### src/rtl/display_pkg.sv
// -----------------------------------------------------------------------------
// display_pkg
// Shared definitions for the display path:
//   state_t            loader state machine encoding {HUNT, B0, B1, B2, DONE}
//   PIX_W              pixel width (RGB444). The display_controller uses the same constant.
//   SYNC_BYTE_DEFAULT  default frame start marker
//   R/G/B_MSB/LSB      field positions inside a {R,G,B} pixel
// No ports (package).
// -----------------------------------------------------------------------------
package display_pkg;

  typedef enum logic [2:0] {
    HUNT = 3'd0,
    B0   = 3'd1,
    B1   = 3'd2,
    B2   = 3'd3,
    DONE = 3'd4
  } state_t;

  localparam int PIX_W = 12;

  localparam logic [7:0] SYNC_BYTE_DEFAULT = 8'hA5;

  localparam int R_MSB = 11;
  localparam int R_LSB = 8;
  localparam int G_MSB = 7;
  localparam int G_LSB = 4;
  localparam int B_MSB = 3;
  localparam int B_LSB = 0;

endpackage

### src/rtl/pixel_stream_loader_if.sv
// -----------------------------------------------------------------------------
// pixel_stream_loader_if
// Groups the byte-stream handshake and the frame-buffer write port of the
// pixel stream loader.
//   in_data    [7:0]         stream byte
//   in_valid                 in_data valid
//   in_ready                 loader accepts in_data this cycle
//   write_addr [ADDR_W-1:0]  frame-buffer address
//   w_en                     write strobe
//   pixel_out  [PIX_W-1:0]   pixel {R,G,B}
//   frame_done               pulse with the write to the last address
//   frame_err                pulse on a mid-frame timeout abort
// Modports: master = stream source / frame-buffer side, slave = loader.
// -----------------------------------------------------------------------------
interface pixel_stream_loader_if
  import display_pkg::*;
#(
  parameter int ADDR_W = 12
);

  logic [7:0]        in_data;
  logic              in_valid;
  logic              in_ready;
  logic [ADDR_W-1:0] write_addr;
  logic              w_en;
  logic [PIX_W-1:0]  pixel_out;
  logic              frame_done;
  logic              frame_err;

  modport master (
    output in_data, in_valid,
    input  in_ready, write_addr, w_en, pixel_out, frame_done, frame_err
  );

  modport slave (
    input  in_data, in_valid,
    output in_ready, write_addr, w_en, pixel_out, frame_done, frame_err
  );

endinterface

### src/rtl/rgb444_unpacker.sv
// -----------------------------------------------------------------------------
// rgb444_unpacker
// Combinational 3-byte -> 2-pixel splitter. Bytes b0,b1,b2 carry the pixels
// {b0, b1[7:4]} and {b1[3:0], b2}.
//   i_phase      0: first pixel of the pair, 1: second pixel
//   i_hold_byte  held b0 (used in phase 0)
//   i_hold_nib   held b1[3:0] (used in phase 1)
//   i_byte       byte being accepted (b1 in phase 0, b2 in phase 1)
//   o_pixel      assembled {R,G,B}
//   o_hold_nib   low nibble of i_byte, to be held for phase 1
// -----------------------------------------------------------------------------
module rgb444_unpacker
  import display_pkg::*;
(
  input  logic             i_phase,
  input  logic [7:0]       i_hold_byte,
  input  logic [3:0]       i_hold_nib,
  input  logic [7:0]       i_byte,
  output logic [PIX_W-1:0] o_pixel,
  output logic [3:0]       o_hold_nib
);

  always_comb begin
    o_pixel = '0;
    if (!i_phase) begin
      o_pixel[R_MSB:R_LSB] = i_hold_byte[7:4];
      o_pixel[G_MSB:G_LSB] = i_hold_byte[3:0];
      o_pixel[B_MSB:B_LSB] = i_byte[7:4];
    end else begin
      o_pixel[R_MSB:R_LSB] = i_hold_nib;
      o_pixel[G_MSB:G_LSB] = i_byte[7:4];
      o_pixel[B_MSB:B_LSB] = i_byte[3:0];
    end
  end

  assign o_hold_nib = i_byte[3:0];

endmodule

### src/rtl/pixel_stream_loader.sv
// -----------------------------------------------------------------------------
// pixel_stream_loader
// Converts a byte stream (sync byte followed by a full frame of RGB444 pixels,
// 2 pixels per 3 bytes) into linear frame-buffer writes for display_controller.
// Ports:
//   clk    system clock
//   rst_n  asynchronous active-low reset
//   bus    pixel_stream_loader_if.slave: in_data/in_valid/in_ready stream,
//          write_addr/w_en/pixel_out write port, frame_done, frame_err
// Optional build macro LOADER_TIMEOUT_EN: adds a mid-frame idle counter that
// aborts to HUNT after TIMEOUT_CYCLES idle cycles and pulses frame_err.
// Without it frame_err is constant 0 and a stalled frame waits indefinitely.
// -----------------------------------------------------------------------------
module pixel_stream_loader
  import display_pkg::*;
#(
  parameter int         ADDR_W    = 12,
  parameter logic [7:0] SYNC_BYTE = SYNC_BYTE_DEFAULT
`ifdef LOADER_TIMEOUT_EN
  ,
  parameter int unsigned TIMEOUT_CYCLES = 2_500_000
`endif
) (
  input  logic                  clk,
  input  logic                  rst_n,
  pixel_stream_loader_if.slave  bus
);

  localparam logic [ADDR_W-1:0] LAST_ADDR = '1;

  state_t             r_state;
  state_t             w_next_state;
  logic [ADDR_W-1:0]  r_addr;
  logic [7:0]         r_h0;
  logic [3:0]         r_h1;
  logic               r_in_ready;
  logic               r_w_en;
  logic [ADDR_W-1:0]  r_write_addr;
  logic [PIX_W-1:0]   r_pixel;
  logic               r_frame_done;

  logic               w_accept;
  logic               w_write;
  logic               w_last;
  logic               w_phase;
  logic               w_timeout;
  logic [PIX_W-1:0]   w_pixel;
  logic [3:0]         w_low_nib;

  assign w_accept = bus.in_valid && r_in_ready;
  assign w_last   = (r_addr == LAST_ADDR);
  assign w_phase  = (r_state == B2);

  rgb444_unpacker u_unpacker (
    .i_phase     (w_phase),
    .i_hold_byte (r_h0),
    .i_hold_nib  (r_h1),
    .i_byte      (bus.in_data),
    .o_pixel     (w_pixel),
    .o_hold_nib  (w_low_nib)
  );

`ifdef LOADER_TIMEOUT_EN
  localparam int IDLE_W = (TIMEOUT_CYCLES > 1) ? $clog2(TIMEOUT_CYCLES) : 1;
  localparam logic [IDLE_W-1:0] IDLE_MAX = IDLE_W'(TIMEOUT_CYCLES - 1);

  logic [IDLE_W-1:0] r_idle;
  logic              r_frame_err;
  logic              w_in_frame;

  assign w_in_frame = (r_state == B0) || (r_state == B1) || (r_state == B2);
  // An accepted byte always wins over the timeout on the same edge.
  assign w_timeout  = w_in_frame && !w_accept && (r_idle == IDLE_MAX);

  always_ff @(posedge clk or negedge rst_n) begin
    if (!rst_n) begin
      r_idle      <= '0;
      r_frame_err <= 1'b0;
    end else begin
      if (!w_in_frame || w_accept) begin
        r_idle <= '0;
      end else begin
        r_idle <= r_idle + IDLE_W'(1);
      end
      r_frame_err <= w_timeout;
    end
  end

  assign bus.frame_err = r_frame_err;
`else
  assign w_timeout     = 1'b0;
  assign bus.frame_err = 1'b0;
`endif

  // Next-state and write decode
  always_comb begin
    w_next_state = r_state;
    w_write      = 1'b0;
    unique case (r_state)
      HUNT: begin
        if (w_accept && (bus.in_data == SYNC_BYTE)) begin
          w_next_state = B0;
        end
      end
      B0: begin
        if (w_accept) begin
          w_next_state = B1;
        end
      end
      B1: begin
        if (w_accept) begin
          w_next_state = B2;
          w_write      = 1'b1;
        end
      end
      B2: begin
        if (w_accept) begin
          w_next_state = w_last ? DONE : B0;
          w_write      = 1'b1;
        end
      end
      DONE:    w_next_state = HUNT;
      default: w_next_state = HUNT;
    endcase
    // Timeout only fires when nothing is accepted, so w_write is already 0.
    if (w_timeout) begin
      w_next_state = HUNT;
    end
  end

  // State register; in_ready is registered from the next state
  always_ff @(posedge clk or negedge rst_n) begin
    if (!rst_n) begin
      r_state    <= HUNT;
      r_in_ready <= 1'b0;
    end else begin
      r_state    <= w_next_state;
      r_in_ready <= (w_next_state != DONE);
    end
  end

  // Address counter and partial-pixel holding registers
  always_ff @(posedge clk or negedge rst_n) begin
    if (!rst_n) begin
      r_addr <= '0;
      r_h0   <= '0;
      r_h1   <= '0;
    end else begin
      if ((r_state == HUNT) && (w_next_state == B0)) begin
        r_addr <= '0;
      end else if (w_write) begin
        r_addr <= r_addr + ADDR_W'(1);
      end
      if ((r_state == B0) && w_accept) begin
        r_h0 <= bus.in_data;
      end
      if ((r_state == B1) && w_accept) begin
        r_h1 <= w_low_nib;
      end
    end
  end

  // Registered write port: address and pixel hold between strobes
  always_ff @(posedge clk or negedge rst_n) begin
    if (!rst_n) begin
      r_w_en       <= 1'b0;
      r_write_addr <= '0;
      r_pixel      <= '0;
      r_frame_done <= 1'b0;
    end else begin
      r_w_en       <= w_write;
      r_frame_done <= w_write && (r_state == B2) && w_last;
      if (w_write) begin
        r_write_addr <= r_addr;
        r_pixel      <= w_pixel;
      end
    end
  end

  assign bus.in_ready   = r_in_ready;
  assign bus.w_en       = r_w_en;
  assign bus.write_addr = r_write_addr;
  assign bus.pixel_out  = r_pixel;
  assign bus.frame_done = r_frame_done;

endmodule
### src/flat_wrapper.sv
// flat-port wrapper written by rule: the top's interface ports become plain ports
module pixel_stream_loader_flat import display_pkg::*;
#(
  parameter int         ADDR_W    = 12,
  parameter logic [7:0] SYNC_BYTE = SYNC_BYTE_DEFAULT

)
  (clk, rst_n, bus_in_data, bus_in_valid, bus_in_ready, bus_write_addr, bus_w_en, bus_pixel_out, bus_frame_done, bus_frame_err);
  pixel_stream_loader_if #(.ADDR_W(ADDR_W)) bus_i ();
  input  logic clk;
  input  logic rst_n;
  input wire logic [$bits(bus_i.in_data)-1:0] bus_in_data;
  input wire logic [$bits(bus_i.in_valid)-1:0] bus_in_valid;
  output wire logic [$bits(bus_i.in_ready)-1:0] bus_in_ready;
  output wire logic [$bits(bus_i.write_addr)-1:0] bus_write_addr;
  output wire logic [$bits(bus_i.w_en)-1:0] bus_w_en;
  output wire logic [$bits(bus_i.pixel_out)-1:0] bus_pixel_out;
  output wire logic [$bits(bus_i.frame_done)-1:0] bus_frame_done;
  output wire logic [$bits(bus_i.frame_err)-1:0] bus_frame_err;
  assign bus_i.in_data = bus_in_data;
  assign bus_i.in_valid = bus_in_valid;
  assign bus_in_ready = bus_i.in_ready;
  assign bus_write_addr = bus_i.write_addr;
  assign bus_w_en = bus_i.w_en;
  assign bus_pixel_out = bus_i.pixel_out;
  assign bus_frame_done = bus_i.frame_done;
  assign bus_frame_err = bus_i.frame_err;
  pixel_stream_loader #(.ADDR_W(ADDR_W), .SYNC_BYTE(SYNC_BYTE)) u_core (.clk(clk), .rst_n(rst_n), .bus(bus_i));
endmodule
### config.mk
export PLATFORM = sky130hd
export DESIGN_NAME = pixel_stream_loader_flat
export DESIGN_NICKNAME = d
export VERILOG_FILES = /design/src/rtl/display_pkg.sv /design/src/rtl/pixel_stream_loader_if.sv /design/src/rtl/rgb444_unpacker.sv /design/src/rtl/pixel_stream_loader.sv /design/src/flat_wrapper.sv
export SDC_FILE = /design/constraint.sdc
export NUM_CORES = 1
export LEC_CHECK = 0
export BUFFER_PORTS_ARGS = -buffer_cell sky130_fd_sc_hd__buf_2
export CAP_MARGIN = 20
export CORE_ASPECT_RATIO = 1.4
export CORE_UTILIZATION = 40
export DETAILED_ROUTE_END_ITERATION = 8
export PLACE_DENSITY = 0.63
export SYNTH_ARGS = -nofsm -noshare
export SYNTH_HDL_FRONTEND = slang
export SYNTH_HIERARCHICAL = 1
export SYNTH_SLANG_ARGS = --single-unit
### constraint.sdc
create_clock -name clk -period 2.3 [get_ports clk]
set_input_delay 0.46 -clock clk [delete_from_list [all_inputs] [get_ports clk]]
set_output_delay 0.46 -clock clk [all_outputs]
set_load 0.01 [all_outputs]
## Yosys cells after proc, flatten, opt, wreduce, memory -nomap -nowiden

Index checks and enable logic that the tools add are counted.

| word-level totals | value |
|---|---|
| logic and storage cells | 38 |
| output and inout port bits | 28 |
| register bits | 54 |
| bits of input ports | 11 |

| cells by class | value |
|---|---|
| add/sub/neg operators | 1 |
| multiplexer cells | 11 |
| reduce and logical (&&, ||, !) cells | 10 |
| eq/ne operators | 7 |

Operators with widths:

| cell | count |
|---|---|
| 2-to-1 mux 12 bit | 3 |
| 2-to-1 mux 3 bit | 5 |
| adder 12 x 1 -> 12 bit, second input constant | 1 |
| equality test 12 bit, second input constant | 1 |
| one-hot mux 3 bit (4 select lines) | 1 |
| equality test 8 bit, second input constant | 1 |
| logical AND 1 bit | 7 |
| equality test 3 x 1 -> 1 bit, second input constant | 2 |
| equality test 3 x 2 -> 1 bit, second input constant | 2 |
| zero test 3 bit | 1 |
| inequality test 3 bit, second input constant | 1 |
| 2-to-1 mux 1 bit | 2 |
| nonzero test 2 bit | 1 |
| OR reduction 2 bit | 1 |

## Depth between registers and ports, before layout

Gate-level depths: netlist (run 1).

| depth | value |
|---|---|
| depth after elaboration | 7 |
| depth in mapped cells | 5 |
| mapped depth without buffers | 5 |

## Hierarchy

Netlist (run 1), hierarchy kept.

By module, submodules not included:

| module | cells each | area each (µm²) | times used | sequential area each (µm²) |
|---|---|---|---|---|
| pixel_stream_loader | 214 | 2287.2 | 1 | 1351.3 |
| rgb444_unpacker | 17 | 214.0 | 1 | 0.0 |

## Least setup slack after synthesis (run 1)

No wires, ideal clock.

| timing path | value |
|---|---|
| kind | input to register |
| start point | input bus_in_data[6] |
| end point | register u_core.r_addr[0] |
| setup time | 0.119 ns |
| data arrival time | 1.392 ns |
| cell stages on the path | 5 |
| slack | 0.789 ns |
| buffers on the path | 1 |
| required time | 2.181 ns |
| path through | and4bb_2 -> nand4b_1 -> nor4_2 -> buf_4 -> nor2_1 |

| between the ends | value |
|---|---|
| word-level cells in the longest chain between the ends | 7 |
| elaborated cells between the ends (all ways) | 8 |
| classes of those cells | eq/ne (2); mux (3); reduce/logical (3) |

RTL lines:

| what | RTL line | RTL |
|---|---|---|
| from (decl) | flat_wrapper.sv:12 | `input wire logic [$bits(bus_i.in_data)-1:0] bus_in_data;` |
| equality test 8 bit (*) | pixel_stream_loader.sv:101 | `if (w_accept && (bus.in_data == SYNC_BYTE)) begin` |
| logical AND 1 bit (*) | pixel_stream_loader.sv:101 |  |
| 2-to-1 mux 3 bit (*) | pixel_stream_loader.sv:101 |  |
| one-hot mux 3 bit (4 select lines) (*) | pixel_stream_loader.sv:99 | `unique case (r_state)` |
| equality test 3 x 1 -> 1 bit (*) | pixel_stream_loader.sv:149 | `if ((r_state == HUNT) && (w_next_state == B0)) begin` |
| logical AND 1 bit (*) | pixel_stream_loader.sv:149 |  |
| 2-to-1 mux 12 bit or nonzero test 2 bit (tied branches) | n/a |  |
| to (signal assigned) | pixel_stream_loader.sv:152 | `r_addr <= r_addr + ADDR_W'(1);` |
| to (decl) | pixel_stream_loader.sv:33 | `logic [ADDR_W-1:0] r_addr;` |

Mark *: on every way between the ends. The rest lies on a longest branch, timed or not.
A chain may end at the register's enable or synchronous reset.

## Worst setup path in the final report (run 1)

| timing path | value |
|---|---|
| start point | register u_core.r_state[2] |
| end point | register u_core.r_pixel[3] (netlist: u_core/bus.pixel_out[3]) |

| between the ends | value |
|---|---|
| elaborated cells between the ends (all ways) | 5 |
| classes of those cells | eq/ne (2); mux (2); reduce/logical (1) |

RTL lines:

| what | RTL line | RTL |
|---|---|---|
| from (decl) | pixel_stream_loader.sv:31 | `state_t r_state;` |
| from (signal assigned) | pixel_stream_loader.sv:137 | `r_state <= w_next_state;` |
| equality test 3 x 2 -> 1 bit | pixel_stream_loader.sv:52 | `assign w_phase = (r_state == B2);` |
| via u_core.w_phase | pixel_stream_loader.sv:45 | `logic w_phase;` |
| 2-to-1 mux 12 bit | rgb444_unpacker.sv:25 | `if (!i_phase) begin` |
| via u_core.w_pixel[3] | pixel_stream_loader.sv:47 | `logic [PIX_W-1:0] w_pixel;` |
| to (signal assigned) | pixel_stream_loader.sv:175 | `r_pixel <= w_pixel;` |
| to (decl) | pixel_stream_loader.sv:39 | `logic [PIX_W-1:0] r_pixel;` |

The timed path passes the listed nets, and every way through them passes these cells.

==> results.json, run 1 <==
{
  "status": "finished, final reports clean",
  "synth_top_area_share_pct": 54.0,
  "numPortBuffers": 37,
  "fin_tns_setup_ns": 0,
  "overflow": 0,
  "antenna_found_initial": 0,
  "cp-end-kind": "flip-flop",
  "fin_hold_ws_ns": 0.103,
  "fin_crit_sh_pct": 80.5,
  "fmax_ghz": 0.540,
  "ys_types": 32,
  "crit_family": "simple AND/OR/NAND/NOR gates",
  "fp-row-count": 33,
  "p_leak_nw": 1.41,
  "ioPinCount": 39,
  "synth.area.top_cells": "dfrtp_1, nand2_1, mux2_2, mux2_4, xnor2_1",
  "track_usage_pct": 16.0,
  "p_sw_mw": 1.02,
  "relSlewSlack_pct": 57.6,
  "die_w_um": 68.8,
  "clock_skew_ns": 0.00814,
  "rsz0062_at_grt": "false",
  "async_reset_ff_share_pct": 100,
  "reg2reg_slack_ns": 0.45,
  "cts-htree-levels": 2,
  "finalHoldViolations": 0,
  "clk_latency_ns": 0.31,
  "setup_viol": 0,
  "period_needed_ns": 1.85,
  "gp_congestion": 0.724,
  "wl_per_cell_um": 13.5,
  "syn_area_per_cell_um2": 10.8,
  "rr_worst_depth": 5,
  "max_stage_delay_ns": 0.66,
  "startpoint_type": "flip-flop",
  "pwr-share-comb_pct": 34.0,
  "die-area_um2": 6580,
  "root_buffer": "clkbuf_8",
  "grt_max_degree": 35,
  "p_seq_share_pct": 48.1,
  "clkPwrFrac_pct": 17.9,
  "numCtsBuffers": 5,
  "postRouteWirelength_um": 4580,
  "cap_violations": 0,
  "via_count": 1680,
  "first_global_vias": 1545,
  "required_ns": 2.51,
  "r2r_end": "u_core/bus.pixel_out[3]",
  "path_buf_inv": 1,
  "area_delta_synth_final_pct": 13.7,
  "yosysTopAreaCell": "dfrtp_1",
  "coreArea_um2": 5950,
  "fin_cells": 340,
  "fillCellCount": 588,
  "r2r_start": "u_core/r_state[2]",
  "yosysSeqAreaShare_pct": 54.0,
  "critical_path_class": "flip-flop to flip-flop",
  "final_net_count": 281,
  "crit_slowest_cell": "and3b_1",
  "intPower_mw": 2.02,
  "dp_cells": 332,
  "worstPathArrival_ns": 2.06,
  "fp.dieH_um": 95.6,
  "grt_first_pass_wirelength_um": 7580,
  "postSynthCellCount": 231,
  "postCtsSetupBuffers": 0,
  "postRouteAntennaNets": 0,
  "drive_above_1_share_pct": 33.0,
  "tightest_slew_ns": 0.636,
  "power_mw": 3.05,
  "drt_iter0_markers": 88,
  "tritoncts": "built",
  "diodes": 0,
  "cp_max_fo": 12,
  "synthFlopType": "dfrtp_1",
  "yosys-top-cells-count": "nand2_1, dfrtp_1, mux2_2",
  "clk_path_buf_depth": 2,
  "first_pass_iters": 4,
  "yosysMostFrequentCell": "nand2_1",
  "cts_hold_buf": 0,
  "syn_nets": 243,
  "crit_path_frequent_cell": "nand2_1",
  "hp-class": "primary input to async pin",
  "netlist_area_um2": 2500,
  "start_util_pct": 42.1,
  "ys_warn_count": 6,
  "drv_slew": 0,
  "cts.sink_count": 54,
  "cts-resized-gates": 0,
  "cp_cell_sequence": "and3b_1, buf_4, mux2_4, nand2_1, nand2_1",
  "synth_edf_count": 0,
  "vdd_ir_drop_max_v": 0.000410,
  "drc": 0,
  "cts.clk_slew.worst_paths_ns": 0.10,
  "synth-seq-cells": 54,
  "dp_hpwl_um": 3360,
  "vias_per_cell": 4.94,
  "p_sw_share_pct": 33.5,
  "power.density_nw_per_um2": 1070
}
## per-stage QoR
step / setup slack [ns] / utilization (%) / area, um^2
after floorplan: 0.789 / - / 2500
after global placement: 0.488 / 46.2 / 2750
after detailed placement: 0.452 / 46.2 / 2750
after CTS: 0.444 / 47.8 / 2840
after global routing: 0.351 / 47.8 / 2840
final: 0.449 / 47.8 / 2840
## worst register-to-register path, cell delays in order, from the launching register on
cell	delay, ns
dfrtp_1	0.48
and3b_1	0.66
buf_4	0.22
mux2_4	0.29
nand2_1	0.06
nand2_1	0.04
## final cells by class
cell class / instances / area, um^2 / share of cell area, %
Inverter: 4 / 15.0 / 0.528
Multi-Input combinational cell: 160 / 1040 / 36.7
Clock inverter: 2 / 12.5 / 0.440
Clock buffer: 6 / 82.6 / 2.90
Tap cell: 70 / 87.6 / 3.08
Sequential cell: 54 / 1350 / 47.5
Timing Repair Buffer: 44 / 250 / 8.80
## power groups by stage
stage / Sequential (mW) / Combinational, mW / Clock (mW)
6_report: 1.46 / 1.04 / 0.544
5_1_grt: 1.51 / 1.15 / 0.604
4_1_cts: 1.47 / 1.06 / 0.568
3_5_place_dp: 1.49 / 1.05 / 0
3_3_place_gp: 1.48 / 1.03 / 0
2_1_floorplan: 1.50 / 0.706 / 0
## sequential cells by signal, indices dropped and copies added, names as in the netlist
| signal | cells |
|---|---|
| u_core/bus.pixel_out | 12 |
| u_core/bus.write_addr | 12 |
| u_core/r_addr | 12 |
| u_core/r_h0 | 8 |
| u_core/r_h1 | 4 |
| u_core/r_state | 3 |
| u_core/bus.frame_done | 1 |
| u_core/bus.in_ready | 1 |
| u_core/bus.w_en | 1 |
## cell families (layout without fill, tap and decap cells)
kind of cell	after synthesis	in the layout	share of synthesized area, %
xor gates and xnor gates	12	12	4.20
other	1	1	0.150
buffers and inverters	17	56	4.25
adders and majority gates	1	1	0.500
and+or+nand+nor	117	117	23.4
AOI/OAI and AO/OA	5	5	1.20
muxes	24	24	12.3
DFF	54	54	54.0
## how the worst max path moves through the flow
stage / from / to / slack (ns) / cells after the start
after floorplan: bus_in_data[6] / u_core/r_addr[0] / 0.79 / 5
after global routing: u_core/r_state[2] / u_core/bus.pixel_out[0] / 0.35 / 5
final: u_core/r_state[2] / u_core/bus.pixel_out[3] / 0.45 / 5
after CTS: u_core/r_state[2] / u_core/bus.pixel_out[0] / 0.44 / 5
after detailed placement: u_core/r_state[2] / u_core/bus.pixel_out[3] / 0.45 / 5
after global placement: u_core/r_state[2] / u_core/bus.pixel_out[3] / 0.49 / 5
## routing by layer
layer	share of wire, %	track usage, %	vias to the layer above
li1	-	-	830
met1	44	20.0	814
met2	51	26.3	30
met3	3.0	3.47	6
met4	2.0	6.63	0
met5	0	0	-
## cell usage in the layout, fill, tap and decap left out, drive strengths merged, types with 2 or more instances in the layout
| cell type | count |
|---|---|
| nand4b | 2 |
| buf | 44 |
| nand4 | 3 |
| o21ai | 2 |
| nor2 | 15 |
| nor3 | 5 |
| xor2 | 3 |
| mux2 | 24 |
| xnor2 | 9 |
| nand3 | 6 |
| nor4 | 6 |
| nand2 | 76 |
| inv | 4 |
| dfrtp | 54 |
| clkbuf | 6 |
(Power assumes the default switching activity.)
==> run 2, diff against run 1 <==
--- a/config.mk
+++ b/config.mk
@@ -10,7 +10,7 @@
 export CORE_ASPECT_RATIO = 1.4
 export CORE_UTILIZATION = 40
 export DETAILED_ROUTE_END_ITERATION = 8
-export PLACE_DENSITY = 0.63
+export PLACE_DENSITY = 0.65
 export SYNTH_ARGS = -nofsm -noshare
 export SYNTH_HDL_FRONTEND = slang
 export SYNTH_HIERARCHICAL = 1
==> constraint.sdc (replaced) <==
create_clock -name clk -period 1.6 [get_ports clk]
set_input_delay 0.32 -clock clk [delete_from_list [all_inputs] [get_ports clk]]
set_output_delay 0.32 -clock clk [all_outputs]
set_load 0.01 [all_outputs]
==> results.json, run 2 (synthesis results as in run 1) <==
{
  "first_global_vias": 1647,
  "placed_area_um2": 2840,
  "fin_tns_setup_ns": 0,
  "vdd_ir_drop_max_v": 0.000706,
  "power.density_nw_per_um2": 1530,
  "place_ws_ns": 0.0888,
  "drv_slew": 0,
  "cap_violations": 0,
  "cp-end-kind": "flip-flop",
  "setup_viol": 0,
  "track_usage_pct": 16.3,
  "pwr-share-comb_pct": 37.0,
  "rr_worst_depth": 5,
  "via_count": 1692,
  "grt_max_degree": 55,
  "r2r_start": "u_core/r_state[1]",
  "start_util_pct": 42.1,
  "max_stage_delay_ns": 0.48,
  "worstPathArrival_ns": 1.71,
  "cts.clk_slew.worst_paths_ns": 0.09,
  "numCtsBuffers": 5,
  "final_util_pct": 49.6,
  "area_delta_synth_final_pct": 17.8,
  "fp-row-count": 33,
  "root_buffer": "clkbuf_8",
  "drc": 0,
  "hp-class": "primary input to flip-flop",
  "dp_hpwl_um": 3330,
  "clkPwrFrac_pct": 17.4,
  "p_seq_share_pct": 45.7,
  "cts.sink_count": 54,
  "gp_congestion": 0.743,
  "p_sw_mw": 1.48,
  "p_sw_share_pct": 33.0,
  "coreArea_um2": 5950,
  "numPortBuffers": 37,
  "final_common_cell": "nand2_1",
  "diodes": 0,
  "multi_input_area_um2": 1050,
  "use_met2_pct": 25.9,
  "fillCellCount": 572,
  "fin_crit_sh_pct": 94.6,
  "antenna_found_initial": 0,
  "rsz0062_at_grt": "false",
  "vias_per_cell": 4.83,
  "fp.dieH_um": 95.6,
  "grt_use_met1_pct": 21.7,
  "startpoint_type": "flip-flop",
  "drt_iter0_markers": 129,
  "grt_first_pass_wirelength_um": 7850,
  "required_ns": 1.80,
  "met3_usage_pct": 2.87,
  "hold_start": "bus_in_data[6]",
  "crit_path_frequent_cell": "nand2_1",
  "intPower_mw": 3.01,
  "wl_per_cell_um": 13.1,
  "fin_area_um2": 2950,
  "finalHoldViolations": 0,
  "tritoncts": "built",
  "postRouteWirelength_um": 4590,
  "postRouteAntennaNets": 0,
  "die-area_um2": 6580,
  "whs_path_depth": 2,
  "clk_path_buf_depth": 2,
  "crit_slowest_cell": "dfrtp_1",
  "drive_above_1_share_pct": 35.0,
  "clock_skew_ns": 0.00485,
  "cp_cell_sequence": "and3b_1, buf_12, mux2_2, nand2_1, nand2_1",
  "critical_path_class": "flip-flop to flip-flop",
  "startpoint": "u_core/r_state[1]",
  "dp_cells": 341,
  "fmax_ghz": 0.661,
  "period_needed_ns": 1.51,
  "clk_latency_ns": 0.31,
  "p_leak_nw": 1.47,
  "layout_common_cells": "nand2_1, dfrtp_1, buf_2, mux2_2",
  "first_pass_iters": 4,
  "ioPinCount": 39,
  "die_w_um": 68.8,
  "fin_cells": 350,
  "cts-htree-levels": 2,
  "final_net_count": 291,
  "grt-busiest-layer": "met2",
  "overflow": 0,
  "fin_ws_ns": 0.0860,
  "status": "finished, final reports clean",
  "regArea_um2": 1350,
  "cp_max_fo": 12
}
run 2: changes by cell type in the layout (fill, tap and decap cells not counted):
cell,before,now
nor3_1,5,4
clkinvlp_4,1,0
dlygate4sd3_1,0,1
buf_4,6,13
clkbuf_1,0,1
buf_12,1,3
nor3_2,0,1
run 2: timing repair:
item,in CTS,in global routing
setup buffers,0,0
gates resized for setup,0,1
hold endpoints to repair,9,0
hold buffers,1,0
setup endpoints to repair,0,1
run 2: layer usage:
metal	vias to the layer above	part of all wire, %	wire, um
met5	-	0	0
met4	0	1.9	85
met2	27	49	2250
li1	849	-	-
met1	809	47	2140
met3	7	2.6	119
run 2: per-stage QoR:
stage / power, mW / hold slack, ns
floorplan: 3.17 / 0.0244
CTS: 4.56 / 0.283
finish: 4.49 / 0.291
global placement: 3.71 / 0.335
global route: 4.83 / 0.294
detailed placement: 3.76 / 0.339
run 2: layout make-up:
type | count | area share [%]
clock buffers | 7 | 2.93
well taps | 70 | 2.97
inverters | 4 | 0.510
clock inverters | 1 | 0.170
flip-flops and latches | 54 | 45.9
multi-input cells | 160 | 35.6
repair buffers | 54 | 12.0
run 2: power groups by stage:
stage / Sequential, mW / Clock (mW) / Combinational [mW]
6_report: 2.05 / 0.780 / 1.66
5_1_grt: 2.11 / 0.862 / 1.85
4_1_cts: 2.06 / 0.816 / 1.68
3_5_place_dp: 2.09 / 0 / 1.68
3_3_place_gp: 2.07 / 0 / 1.64
2_1_floorplan: 2.16 / 0 / 1.02
run 2: path summary, 6_finish.rpt:
| check | endpoint | slack (ns) |
|---|---|---|
| setup / recovery | u_core/bus.pixel_out[9] | 0.09 |
| hold / removal | u_core/r_h0[6] | 0.29 |
| setup reg to reg | u_core/bus.pixel_out[9] | 0.09 |
| hold reg to reg | u_core/bus.write_addr[10] | 0.48 |
| max in group asynchronous | u_core/r_addr[4] | 0.84 |
| min in group asynchronous | u_core/r_h0[2] | 0.53 |
run 2: critical path, delay by kind of cell, from the launching register on:
kind          cells  cell delay, ns
mux               1            0.34
buf+inv           1            0.17
flops             1            0.48
simple gates      3            0.42
==> run 3, diff against run 2 <==
--- a/config.mk
+++ b/config.mk
@@ -8,9 +8,10 @@
 export BUFFER_PORTS_ARGS = -buffer_cell sky130_fd_sc_hd__buf_2
 export CAP_MARGIN = 20
 export CORE_ASPECT_RATIO = 1.4
+export CORE_MARGIN = 1
 export CORE_UTILIZATION = 40
 export DETAILED_ROUTE_END_ITERATION = 8
-export PLACE_DENSITY = 0.65
+export PLACE_DENSITY = 0.73
 export SYNTH_ARGS = -nofsm -noshare
 export SYNTH_HDL_FRONTEND = slang
 export SYNTH_HIERARCHICAL = 1
==> results.json, run 3 (synthesis results as in run 1) <==
{
  "gp_congestion": 0.751,
  "path_buf_inv": 0,
  "rr_worst_depth": 3,
  "first_pass_iters": 4,
  "first_global_vias": 1684,
  "intPower_mw": 2.95,
  "antenna_found_initial": 0,
  "cp_max_fo": 6,
  "worstPathArrival_ns": 1.67,
  "fillCellCount": 566,
  "reg2reg_slack_ns": 0.12,
  "track_usage_pct": 16.3,
  "setup_viol": 0,
  "whs_path_depth": 2,
  "clk_latency_ns": 0.31,
  "vdd_ir_drop_max_v": 0.000463,
  "postRouteAntennaNets": 0,
  "drt_iter0_markers": 144,
  "ioPinCount": 39,
  "final_net_count": 286,
  "fin_area_um2": 2910,
  "clock_skew_ns": 0.00600,
  "cts-resized-gates": 0,
  "hp-class": "primary input to flip-flop",
  "numPortBuffers": 37,
  "numCtsBuffers": 5,
  "drive_above_1_share_pct": 33.5,
  "p_sw_mw": 1.49,
  "via_count": 1680,
  "clkPwrFrac_pct": 16.8,
  "placed_area_um2": 2820,
  "tritoncts": "built",
  "cap_violations": 0,
  "cp_cell_sequence": "nand3_1, or3_4, nor4_1",
  "drc": 0,
  "crit_slowest_cell": "dfrtp_1",
  "dp_hpwl_um": 3260,
  "startpoint_type": "flip-flop",
  "grt_first_pass_wirelength_um": 7960,
  "fmax_ghz": 0.677,
  "p_leak_nw": 1.45,
  "cts-htree-levels": 2,
  "final_common_cell": "nand2_1",
  "dp_cells": 336,
  "grt_max_degree": 55,
  "die_w_um": 68.8,
  "fin_crit_sh_pct": 92.4,
  "pwr-share-comb_pct": 36.5,
  "power_mw": 4.45,
  "fp.dieH_um": 95.6,
  "status": "finished, final reports clean",
  "fin_tns_setup_ns": 0,
  "p_sw_share_pct": 33.6,
  "die-area_um2": 6580,
  "required_ns": 1.79,
  "fp-row-count": 33,
  "diodes": 0,
  "critical_path_class": "flip-flop to flip-flop",
  "max_stage_delay_ns": 0.48,
  "wl_per_cell_um": 13.2,
  "hold_start": "bus_in_data[2]",
  "postRouteWirelength_um": 4540,
  "crit_family": "simple AND/OR/NAND/NOR gates",
  "p_seq_share_pct": 46.7,
  "r2r_start": "u_core/bus.in_ready",
  "cp-end-kind": "flip-flop",
  "power.density_nw_per_um2": 1530,
  "area_delta_synth_final_pct": 16.4,
  "period_needed_ns": 1.48,
  "drv_slew": 0,
  "vias_per_cell": 4.87,
  "start_util_pct": 42.1,
  "overflow": 0,
  "hold_end": "u_core/r_h1[2]",
  "fin_cells": 345,
  "layout_common_cells": "nand2_1, dfrtp_1, buf_2, mux2_2, nor2_1",
  "coreArea_um2": 5950,
  "root_buffer": "clkbuf_8",
  "r2r_end": "u_core/bus.frame_done",
  "final_util_pct": 49.0,
  "cts.clk_slew.worst_paths_ns": 0.09,
  "cts.sink_count": 54,
  "finalHoldViolations": 0,
  "clk_path_buf_depth": 2,
  "rsz0062_at_grt": "false"
}
run 3: changes by cell type in the layout (fill, tap and decap cells not counted), sizes merged:
| cell | before | now |
|---|---|---|
| clkbuf | 7 | 6 |
| clkinv | 1 | 2 |
| buf | 53 | 48 |
run 3: worst max-delay path by stage:
stage	startpoint	to	slack, ns	depth (start not counted)
after CTS	u_core/bus.in_ready	u_core/bus.frame_done	0.08	3
final	u_core/bus.in_ready	u_core/bus.frame_done	0.12	3
after global placement	bus_in_data[6]	u_core/r_state[0]	0.09	6
after floorplan	u_core/r_addr[0]	u_core/r_state[0]	0.12	5
after global routing	u_core/bus.in_ready	u_core/bus.frame_done	0.001	3
after detailed placement	bus_in_data[6]	u_core/r_state[0]	0.07	6
run 3: final cells by class:
| class | instances | area (um^2) | share of cell area (%) |
|---|---|---|---|
| inverter | 4 | 15.0 | 0.516 |
| tap | 70 | 87.6 | 3.01 |
| clock buffer | 6 | 72.6 | 2.49 |
| multi-input combinational | 160 | 1040 | 35.8 |
| clock inverter | 2 | 13.8 | 0.473 |
| sequential | 54 | 1350 | 46.4 |
| timing repair buffer | 49 | 328 | 11.3 |
run 3: routing by layer:
layer | global-route usage [%] | up-vias | part of all wire, %
met3 | 3.11 | 7 | 2.5
met1 | 21.1 | 807 | 46
met4 | 8.16 | 0 | 2.0
met2 | 25.5 | 25 | 50
met5 | 0 | - | 0
li1 | - | 841 | -
run 3: through the flow:
step | hold slack, ns | setup WS [ns]
floorplan | 0.0244 | 0.117
global placement | 0.333 | 0.0916
detailed placement | 0.338 | 0.0721
CTS | 0.279 | 0.0808
global route | 0.292 | 0.00145
finish | 0.288 | 0.122
run 3: timing repair:
action,in CTS,in global routing
hold endpoints to repair,18,0
buffers inserted,0,0
hold buffers,1,0
run 3: worst register-to-register path, delay by kind of cell, from the launching register on:
family	cells	cell delay, ns
AND/OR/NAND/NOR	3	0.89
flip-flops	1	0.48
run 3: power by group through the flow:
stage / sequential, mW / combinational, mW / clock, mW
finish: 2.08 / 1.62 / 0.749
global route: 2.14 / 1.82 / 0.824
CTS: 2.08 / 1.64 / 0.773
detailed placement: 2.11 / 1.63 / 0
global placement: 2.08 / 1.60 / 0
floorplan: 2.16 / 1.02 / 0
